`config.mk`:
```
export PLATFORM = sky130hd
export DESIGN_NAME = ex_mem_stage_flat
export DESIGN_NICKNAME = d
export VERILOG_FILES = /design/src/rtl/ex_mem_if.sv /design/src/rtl/ex_mem_stage.sv /design/src/flat_wrapper.sv
export SDC_FILE = /design/constraint.sdc
export NUM_CORES = 1
export LEC_CHECK = 0
export ABC_AREA = 1
export BUFFER_PORTS_ARGS = -buffer_cell sky130_fd_sc_hd__buf_4
export CORE_ASPECT_RATIO = 1.25
export CORE_MARGIN = 5
export CORE_UTILIZATION = 45
export CTS_CLUSTER_DIAMETER = 120
export DETAILED_ROUTE_END_ITERATION = 12
export GPL_ROUTABILITY_DRIVEN = 1
export PLACE_DENSITY = 0.67
export SLEW_MARGIN = 20
export SYNTH_ARGS = -nofsm -noshare
export SYNTH_HDL_FRONTEND = slang
export SYNTH_SLANG_ARGS = --single-unit
```
`constraint.sdc`:
```
create_clock -name clk -period 2.48 [get_ports clk]
set_input_delay 0.62 -clock clk [delete_from_list [all_inputs] [get_ports clk]]
set_output_delay 0.62 -clock clk [all_outputs]
set_load 0.1 [all_outputs]
```
`src/rtl/ex_mem_if.sv`:
```
// EX->MEM stage bus: upstream ALU beat, downstream MEM beat and the branch redirect.
interface ex_mem_if #(
    parameter int unsigned XLEN       = 64,
    parameter int unsigned REG_ADDR_W = 5
);
    logic                  in_valid;
    logic                  in_ready;
    logic [XLEN-1:0]       in_alu_result;
    logic                  in_zero;
    logic [XLEN-1:0]       in_store_data;
    logic [REG_ADDR_W-1:0] in_rd;
    logic [3:0]            in_ctrl;
    logic                  in_branch;
    logic [XLEN-1:0]       in_br_target;

    logic                  out_valid;
    logic                  out_ready;
    logic [XLEN-1:0]       out_alu_result;
    logic                  out_zero;
    logic [XLEN-1:0]       out_store_data;
    logic [REG_ADDR_W-1:0] out_rd;
    logic [3:0]            out_ctrl;
    logic                  pc_src;
    logic [XLEN-1:0]       pc_target;

    modport master (
        output in_valid, in_alu_result, in_zero, in_store_data, in_rd,
               in_ctrl, in_branch, in_br_target, out_ready,
        input  in_ready, out_valid, out_alu_result, out_zero, out_store_data,
               out_rd, out_ctrl, pc_src, pc_target
    );

    modport slave (
        input  in_valid, in_alu_result, in_zero, in_store_data, in_rd,
               in_ctrl, in_branch, in_br_target, out_ready,
        output in_ready, out_valid, out_alu_result, out_zero, out_store_data,
               out_rd, out_ctrl, pc_src, pc_target
    );
endinterface

```
`src/rtl/ex_mem_stage.sv`:
```
// EX->MEM pipeline register with main+skid buffering, branch resolution and PC redirect.
module ex_mem_stage #(
    parameter int unsigned XLEN       = 64,
    parameter int unsigned REG_ADDR_W = 5
) (
    input  logic     clk,
    input  logic     rst_n,
    input  logic     flush,
    ex_mem_if.slave  bus
);
    localparam int unsigned CTRL_W = 4;

    typedef struct packed {
        logic [XLEN-1:0]       alu_result;
        logic                  zero;
        logic [XLEN-1:0]       store_data;
        logic [REG_ADDR_W-1:0] rd;
        logic [CTRL_W-1:0]     ctrl;
        logic                  taken;
        logic [XLEN-1:0]       br_target;
    } beat_t;

    // Occupancy: nothing, main only, main + skid.
    typedef enum logic [1:0] {
        S_EMPTY = 2'd0,
        S_MAIN  = 2'd1,
        S_FULL  = 2'd2
    } state_t;

    state_t r_state, w_state_nxt;
    beat_t  r_main, r_skid, w_main_nxt, w_skid_nxt, w_in_beat;
    logic   r_in_ready;
    logic   w_main_v, w_accept, w_emit;

    always_comb begin
        w_in_beat            = '0;
        w_in_beat.alu_result = bus.in_alu_result;
        w_in_beat.zero       = bus.in_zero;
        w_in_beat.store_data = bus.in_store_data;
        w_in_beat.rd         = bus.in_rd;
        w_in_beat.ctrl       = bus.in_ctrl;
        w_in_beat.taken      = bus.in_branch & bus.in_zero;
        w_in_beat.br_target  = bus.in_br_target;
    end

    assign w_main_v = (r_state != S_EMPTY);
    assign w_accept = bus.in_valid & r_in_ready;
    assign w_emit   = w_main_v & bus.out_ready;

    always_ff @(posedge clk or negedge rst_n) begin
        if (!rst_n) begin
            r_state    <= S_EMPTY;
            r_main     <= '0;
            r_skid     <= '0;
            r_in_ready <= 1'b1;
        end else begin
            r_state    <= w_state_nxt;
            r_main     <= w_main_nxt;
            r_skid     <= w_skid_nxt;
            r_in_ready <= (w_state_nxt != S_FULL);
        end
    end

    // Flush takes priority over any same-cycle accept; payload regs keep stale data.
    always_comb begin
        w_state_nxt = r_state;
        w_main_nxt  = r_main;
        w_skid_nxt  = r_skid;
        if (flush) begin
            w_state_nxt = S_EMPTY;
        end else begin
            unique case (r_state)
                S_EMPTY: begin
                    if (w_accept) begin
                        w_main_nxt  = w_in_beat;
                        w_state_nxt = S_MAIN;
                    end
                end
                S_MAIN: begin
                    if (w_emit && w_accept) begin
                        w_main_nxt = w_in_beat;
                    end else if (w_emit) begin
                        w_state_nxt = S_EMPTY;
                    end else if (w_accept) begin
                        w_skid_nxt  = w_in_beat;
                        w_state_nxt = S_FULL;
                    end
                end
                S_FULL: begin
                    if (w_emit) begin
                        w_main_nxt  = r_skid;
                        w_state_nxt = S_MAIN;
                    end
                end
                default: w_state_nxt = S_EMPTY;
            endcase
        end
    end

    assign bus.in_ready       = r_in_ready;
    assign bus.out_valid      = w_main_v;
    assign bus.out_alu_result = r_main.alu_result;
    assign bus.out_zero       = r_main.zero;
    assign bus.out_store_data = r_main.store_data;
    assign bus.out_rd         = r_main.rd;
    assign bus.out_ctrl       = r_main.ctrl & {CTRL_W{w_main_v}};
    assign bus.pc_src         = w_main_v & r_main.taken;
    assign bus.pc_target      = r_main.br_target;
endmodule

```
`src/flat_wrapper.sv`:
```
// flat-port wrapper written by rule: the top's interface ports become plain ports
module ex_mem_stage_flat 
#(
    parameter int unsigned XLEN       = 64,
    parameter int unsigned REG_ADDR_W = 5
)
  (clk, rst_n, flush, bus_in_valid, bus_in_alu_result, bus_in_zero, bus_in_store_data, bus_in_rd, bus_in_ctrl, bus_in_branch, bus_in_br_target, bus_out_ready, bus_in_ready, bus_out_valid, bus_out_alu_result, bus_out_zero, bus_out_store_data, bus_out_rd, bus_out_ctrl, bus_pc_src, bus_pc_target);
  ex_mem_if #(.XLEN(XLEN), .REG_ADDR_W(REG_ADDR_W)) bus_i ();
  input  logic clk;
  input  logic rst_n;
  input  logic flush;
  input wire logic [$bits(bus_i.in_valid)-1:0] bus_in_valid;
  input wire logic [$bits(bus_i.in_alu_result)-1:0] bus_in_alu_result;
  input wire logic [$bits(bus_i.in_zero)-1:0] bus_in_zero;
  input wire logic [$bits(bus_i.in_store_data)-1:0] bus_in_store_data;
  input wire logic [$bits(bus_i.in_rd)-1:0] bus_in_rd;
  input wire logic [$bits(bus_i.in_ctrl)-1:0] bus_in_ctrl;
  input wire logic [$bits(bus_i.in_branch)-1:0] bus_in_branch;
  input wire logic [$bits(bus_i.in_br_target)-1:0] bus_in_br_target;
  input wire logic [$bits(bus_i.out_ready)-1:0] bus_out_ready;
  output wire logic [$bits(bus_i.in_ready)-1:0] bus_in_ready;
  output wire logic [$bits(bus_i.out_valid)-1:0] bus_out_valid;
  output wire logic [$bits(bus_i.out_alu_result)-1:0] bus_out_alu_result;
  output wire logic [$bits(bus_i.out_zero)-1:0] bus_out_zero;
  output wire logic [$bits(bus_i.out_store_data)-1:0] bus_out_store_data;
  output wire logic [$bits(bus_i.out_rd)-1:0] bus_out_rd;
  output wire logic [$bits(bus_i.out_ctrl)-1:0] bus_out_ctrl;
  output wire logic [$bits(bus_i.pc_src)-1:0] bus_pc_src;
  output wire logic [$bits(bus_i.pc_target)-1:0] bus_pc_target;
  assign bus_i.in_valid = bus_in_valid;
  assign bus_i.in_alu_result = bus_in_alu_result;
  assign bus_i.in_zero = bus_in_zero;
  assign bus_i.in_store_data = bus_in_store_data;
  assign bus_i.in_rd = bus_in_rd;
  assign bus_i.in_ctrl = bus_in_ctrl;
  assign bus_i.in_branch = bus_in_branch;
  assign bus_i.in_br_target = bus_in_br_target;
  assign bus_i.out_ready = bus_out_ready;
  assign bus_in_ready = bus_i.in_ready;
  assign bus_out_valid = bus_i.out_valid;
  assign bus_out_alu_result = bus_i.out_alu_result;
  assign bus_out_zero = bus_i.out_zero;
  assign bus_out_store_data = bus_i.out_store_data;
  assign bus_out_rd = bus_i.out_rd;
  assign bus_out_ctrl = bus_i.out_ctrl;
  assign bus_pc_src = bus_i.pc_src;
  assign bus_pc_target = bus_i.pc_target;
  ex_mem_stage #(.XLEN(XLEN), .REG_ADDR_W(REG_ADDR_W)) u_core (.clk(clk), .rst_n(rst_n), .flush(flush), .bus(bus_i));
endmodule
```
==> run_results.csv, run 1 <==
group,metric,value,unit
status,status,"complete, no violations",
power_and_ir_drop,switching_share,0.4241,
critical_path,crit_start,"u_core.r_state[1]",
placement,dp_cells,3314,
timing,rsz0062_at_grt,"true",
cts,cts_tree,"done",
final_layout,nFillCells,4287,
job,maxCapViolations,0,
power_and_ir_drop,comb_power_share,0.350,
global_routing,grt_max_degree,127,
cts,insertion_delay,560,ps
critical_path,cp.depth,6,
critical_path,cp.required,1860,ps
min_path,holdPathStages,2,
final_layout,multi_input_area,8080,um^2
power_and_ir_drop,p_clk_frac,0.280,
critical_path,crit_chain,"inv_2 -> nand2_4 -> clkinvlp_4 -> buf_12 -> nor2_2 -> buf_6",
power_and_ir_drop,p_sw,0.01046,W
critical_path,crit_slowest_cell,"dfrtp_4",
cts,cts.clk_slew.worst_paths,60,ps
logic_synthesis,synth.distinct_cells,19,
min_path,hp-class,"input port to flip-flop",
detailed_routing,detail_route.wl_per_cell,19.07,um
critical_path,crit_buf_inv,4,
timing,max_freq,415.1,MHz
timing,hold_viol_final,0,
detailed_routing,route.detailed.drc,0,
cts,cts_max_level,2,
critical_path,ff2ff_setup_slack,370,ps
cts,cts_max_path_buffers,3,
critical_path,r2r-start,"u_core.r_state[1]",
global_routing,grt_overflow,0,
critical_path,r2r_cells,6,
timing,max_slew_margin,0.2853,
critical_path,timing.rr.end,"u_core.bus.out_store_data[23]",
power_and_ir_drop,finalPower,0.02466,W
timing,min_period,2409,ps
placement,dp_hpwl,38.17,mm
power_and_ir_drop,peakVddDrop,0.0006860,V
timing,slew_viol_final,0,
detailed_routing,viasPerCell,5.556,
floorplan,core-area,45910,um^2
final_layout,seq_area,10240,um^2
critical_path,endpoint_kind,"output pin",
global_routing,antenna_found_initial,4,
floorplan,die_y,250.2,um
logic_synthesis,syn-num-nets,2903,
critical_path,worst-path-max-fanout,5,
timing,setup_viol,0,
timing,fin_crit_sh,0.9714,
timing,skew,19.75,ps
final_layout,stdcell_count,3399,
logic_synthesis,syn_avg_cell_area,7.710,um^2
critical_path,crit_type,"flip-flop to output pin",
detailed_routing,ant_nets,0,
critical_path,worstSetupStartpointType,"flip-flop",
detailed_routing,initialDrtViolationCount,1752,
detailed_routing,dr_total_vias,18890,
final_layout,fin_nets,2984,
global_routing,grt_pass1_wl,102.5,mm
logic_synthesis,synth_cells,2695,
logic_synthesis,synth_warnings,0,
placement,io_buffers,412,
logic_synthesis,ys_seq_area_frac,0.4927,
final_layout,drive_above_1_share,0.1936,
cts,root_buffer,"clkbuf_16",
critical_path,crit_path_end,"bus_out_ctrl[2]",
power_and_ir_drop,power.internal,0.01420,W
global_routing,grt_usage,0.2461,
floorplan,rows,88,
power_and_ir_drop,power_frac_seq,0.369,
floorplan,die_area,50600,um^2
logic_synthesis,yosysTopAreaCellShare,0.4914,
cts,numCtsBuffers,43,
critical_path,critPathTopFamily,"buffers and inverters",
floorplan,dieWidth,202.2,um
cts,clock-sinks,409,
timing,worstMarginPinSlew,1072,ps
placement,gp_congestion,0.8279,
logic_synthesis,synthTopCellsByArea,"dfrtp_1 49%, nand2_1 22%, nand3_1 9.8%",
detailed_routing,first_pass_iters,6,
critical_path,slowest_delay,450,ps
power_and_ir_drop,p_leak,13.42,nW
floorplan,pin_count,413,
global_routing,grt_pass1_vias,18040,
final_layout,areaGrowthSynthToFinish,17.38,%
logic_synthesis,yosys.area.top_type,"dfrtp_1",
power_and_ir_drop,power_density,1011,nW/um^2
logic_synthesis,synth-seq-cells,409,
logic_synthesis,synth_area,20780,um^2
final_layout,final_area,24390,um^2
critical_path,worstPathArrival,1790,ps
placement,placed_area,22780,um^2
detailed_routing,routed_wl,64.82,mm
floorplan,initial_core_util,0.4525,
==> worst register-to-register path, delay by kind of cell (launching register included) <==
kind	cells	cell delay (ps)
buffers and inverters	2	1060
flip-flops	1	450
AND/OR/NAND/NOR	4	550
==> cells in the mapped netlist <==
| library cell | number |
|---|---|
| clkbuf_1 | 77 |
| nand2_1 | 1225 |
| nand4_1 | 203 |
| inv_2 | 5 |
| nor2_4 | 2 |
| nor3_1 | 1 |
| dfstp_2 | 1 |
| nand3_2 | 2 |
| a21oi_1 | 1 |
| buf_4 | 200 |
| o21ai_0 | 1 |
| nand2_2 | 4 |
| inv_1 | 7 |
| clkinv_1 | 1 |
| buf_2 | 121 |
| nor2_1 | 9 |
| buf_1 | 20 |
| nand3_1 | 407 |
| dfrtp_1 | 408 |
==> per-stage QoR <==
| stage | utilization | hold WS, ps | TNS, ps | worst slack [ps] |
|---|---|---|---|---|
| 2_1_floorplan | - | 324.4 | -627.6 | -125.5 |
| 3_3_place_gp | 0.4962 | 453.1 | 0 | 382.7 |
| 3_5_place_dp | 0.4962 | 458.7 | 0 | 388.5 |
| 4_1_cts | 0.5308 | 244.4 | 0 | 33.90 |
| 5_1_grt | 0.5312 | 253.3 | -7.015 | -4.656 |
| 6_report | 0.5312 | 277.9 | 0 | 70.92 |
==> flip-flops by register name (all words and copies together), names as in the netlist <==
register / flops
u_core.bus.out_alu_result: 64
u_core.r_main: 5
u_core.bus.in_ready: 1
u_core.r_skid: 203
u_core.r_state: 2
u_core.bus.pc_target: 64
u_core.bus.out_store_data: 64
u_core.bus.out_zero: 1
u_core.bus.out_rd: 5
==> layer usage <==
metal  share of wire  GRT usage
met1            0.40     0.3367
met2            0.47     0.3865
met3           0.088    0.05464
met4           0.035    0.09160
met5               0          0
==> final cells by class <==
cell class / count / share of cell area
clock inverters: 15 / 0.009799
inverters: 13 / 0.002770
well taps: 585 / 0.03001
flip-flops and latches: 409 / 0.4199
multi-input cells: 1855 / 0.3313
repair buffers: 454 / 0.1538
diodes: 4 / 0.0004104
clock buffers: 64 / 0.05197
==> power by group through the flow <==
stage / registers, W / clock network [W] / logic (W)
final: 0.00911 / 0.00691 / 0.00864
after global routing: 0.00926 / 0.00729 / 0.00915
after CTS: 0.00908 / 0.00703 / 0.00869
after detailed placement: 0.00918 / 0 / 0.00865
after global placement: 0.00913 / 0 / 0.00854
after floorplan: 0.00891 / 0 / 0.00746
==> timing repair <==
item | 4_1_cts | 5_1_grt
gates resized for setup | 13 | 2
endpoints found under the setup margin | 5 | 2
hold buffers | 1 | 0
setup buffers | 1 | 0
endpoints found under the hold margin | 28 | 0
==> placed cells by master, fill, tap and decap left out, types with 2 or more instances in the layout <==
cell	count
nor2_1	4
nor2_2	4
clkinvlp_4	2
nand2_4	2
clkbuf_1	12
clkbuf_16	45
nand3_4	2
inv_1	6
clkinv_2	7
diode_2	4
nor2_4	3
buf_12	26
clkbuf_8	7
dfrtp_1	406
nand4_1	203
nand2_2	2
buf_6	2
inv_2	3
nand2_1	1224
nand3_1	407
buf_4	424
bufinv_16	6
inv_6	3
==> cell families after synthesis <==
group	Yosys count	share of synthesized area
AND/OR/NAND/NOR	1853	0.3856
buffers and inverters	431	0.1213
flip-flops	409	0.4927
AO/OA/AOI/OAI	2	0.0004813
==> how the worst min path moves through the flow <==
stage / startpoint / to
6_report: flush / u_core.r_state[1]
5_1_grt: flush / u_core.r_state[1]
3_5_place_dp: u_core.r_skid[190] / u_core.r_skid[190]
3_3_place_gp: u_core.r_skid[166] / u_core.r_skid[166]
4_1_cts: flush / u_core.r_state[1]
2_1_floorplan: rst_n / u_core.bus.out_alu_result[0]
Note: power is estimated with default switching activity, not from simulation.
==> run 2: changes to the inputs <==
==> constraint.sdc (replaced) <==
create_clock -name clk -period 2.5 [get_ports clk]
set_input_delay 0.625 -clock clk [delete_from_list [all_inputs] [get_ports clk]]
set_output_delay 0.625 -clock clk [all_outputs]
set_load 0.1 [all_outputs]
==> run 2 against run 1 <==
Against the previous run: global-route usage decreased by 0.25 points; critical path depth unchanged; flip-flop and latch count unchanged; via count fell by 0.86%; critical path type unchanged; critical endpoint unchanged.
==> run_results.csv, run 2 (synthesized netlist as in run 1, its figures left out) <==
group,metric,value,unit
cts,postCtsHoldBufs,0,
critical_path,endpoint_kind,"output pin",
timing,fin_crit_sh,0.9539,
timing,max_freq,419.3,MHz
timing,worstMarginPinSlew,884.7,ps
floorplan,die_y,250.2,um
cts,root_buffer,"clkbuf_16",
final_layout,drive_above_1_share,0.1941,
critical_path,crit_chain,"inv_6 -> nand2_4 -> clkinvlp_4 -> buf_12 -> nor2_2 -> buf_12",
final_layout,largest_register_ffs,203,
global_routing,grt_usage,0.2437,
critical_path,cp.required,1880,ps
critical_path,slowest_delay,430,ps
final_layout,fin_nets,2991,
floorplan,initial_core_util,0.4525,
critical_path,crit_slowest_cell,"dfrtp_2",
detailed_routing,first_pass_iters,5,
critical_path,worstPathArrival,1760,ps
floorplan,die_area,50600,um^2
status,status,"complete, no violations",
cts,numCtsBuffers,43,
critical_path,r2r-start,"u_core.r_state[0]",
min_path,hp-class,"input port to asynchronous set/reset pin",
detailed_routing,ant_nets,0,
cts,cts_max_path_buffers,3,
critical_path,crit_top_cell,"buf_12",
timing,max_slew_margin,0.4102,
global_routing,grt_max_degree,134,
timing,hold_viol_final,0,
power_and_ir_drop,finalPower,0.02403,W
final_layout,fin_util,0.5318,
floorplan,pin_count,413,
cts,cts_tree,"done",
global_routing,antenna_found_initial,5,
cts,cts_max_level,2,
placement,gp_congestion,0.8154,
placement,dp_hpwl,38.51,mm
final_layout,mostFrequentLayoutCell,"nand2_1",
detailed_routing,dr_total_vias,18720,
timing,slew_viol_final,0,
timing,skew,16.89,ps
floorplan,core-area,45910,um^2
timing,setup_viol,0,
power_and_ir_drop,p_leak,13.43,nW
final_layout,nFillCells,4339,
global_routing,grt_pass1_wl,102.1,mm
power_and_ir_drop,power_density,984.1,nW/um^2
timing,rsz0062_at_grt,"false",
detailed_routing,route.detailed.drc,0,
global_routing,grt_overflow,0,
cts,insertion_delay,540,ps
detailed_routing,viasPerCell,5.502,
placement,dp_slack,355.0,ps
power_and_ir_drop,peakVddDrop,0.0006768,V
detailed_routing,initialDrtViolationCount,1696,
critical_path,crit_start,"u_core.r_state[0]",
cts,clock-sinks,409,
critical_path,worst-path-max-fanout,5,
critical_path,ff2ff_setup_slack,300,ps
final_layout,layout_common_cells,"1224 x nand2_1, 424 x buf_4, 407 x nand3_1",
timing,min_period,2385,ps
critical_path,crit_type,"flip-flop to output pin",
timing,fin_ws,115.2,ps
placement,io_buffers,412,
timing,holdWs,9.858,ps
floorplan,rows,88,
final_layout,top_register,"u_core.r_skid",
global_routing,grt_pass1_vias,18000,
job,maxCapViolations,0,
floorplan,dieWidth,202.2,um
cts,cts.clk_slew.worst_paths,60,ps
detailed_routing,detail_route.wl_per_cell,18.93,um
detailed_routing,routed_wl,64.42,mm
final_layout,areaGrowthSynthToFinish,17.52,%
critical_path,worstSetupStartpointType,"flip-flop",
run 2: changes by cell type in the layout (fill, tap and decap cells not counted), sizes merged:
cell,before,now
bufinv,6,3
inv,12,13
clkbuf,64,65
diode,4,5
clkinv,8,5
dlygate4sd3,1,0
buf,453,461
run 2: final timing paths:
kind | end | cells after the start
max in group asynchronous | u_core.bus.out_store_data[20] | 3
min reg2reg | u_core.r_skid[197] | 2
min in group clk | u_core.r_state[1] | 2
max | bus_out_ctrl[2] | 6
max reg2reg | u_core.bus.out_store_data[20] | 7
min | u_core.bus.out_alu_result[20] | 1
run 2: power breakdown:
| group | internal [W] | switching, W | total (W) |
|---|---|---|---|
| clock | 0.00376 | 0.00264 | 0.00640 |
| sequential | 0.00812 | 0.000923 | 0.00904 |
| combinational | 0.00186 | 0.00673 | 0.00859 |
| total | 0.0137 | 0.0103 | 0.0240 |
run 2: repair_timing:
item	CTS	global route
buffers inserted	2	0
pin swaps	0	0
resized for setup	12	1
setup endpoints to repair	5	2
run 2: layout make-up:
type	instances	area (um^2)	area share
Clock inverter	10	142.6	0.005841
Tap cell	585	732.0	0.02998
Multi-Input combinational cell	1855	8080	0.3309
Clock buffer	65	1250	0.05119
Inverter	13	67.56	0.002767
Antenna cell	5	12.51	0.0005124
Timing Repair Buffer	461	3892	0.1594
Sequential cell	409	10240	0.4194
run 2: layer usage:
metal | global-route usage | share of wire
met1 | 0.3323 | 0.41
met2 | 0.3900 | 0.48
met3 | 0.04739 | 0.082
met4 | 0.08810 | 0.034
met5 | 0 | 0
run 2: worst max-delay path: cells and delay by family (launching register included):
family	cells	cell delay, ps
buffers and inverters	4	510
AND/OR/NAND/NOR	2	260
flip-flops	1	430
run 2: through the flow:
step | setup TNS [ps] | std cells | cell area, um^2
2_1_floorplan | -552.6 | 2695 | 20790
3_3_place_gp | 0 | 3321 | 22930
3_5_place_dp | 0 | 3321 | 22930
4_1_cts | 0 | 3398 | 24400
5_1_grt | 0 | 3403 | 24420
6_report | 0 | 3403 | 24420
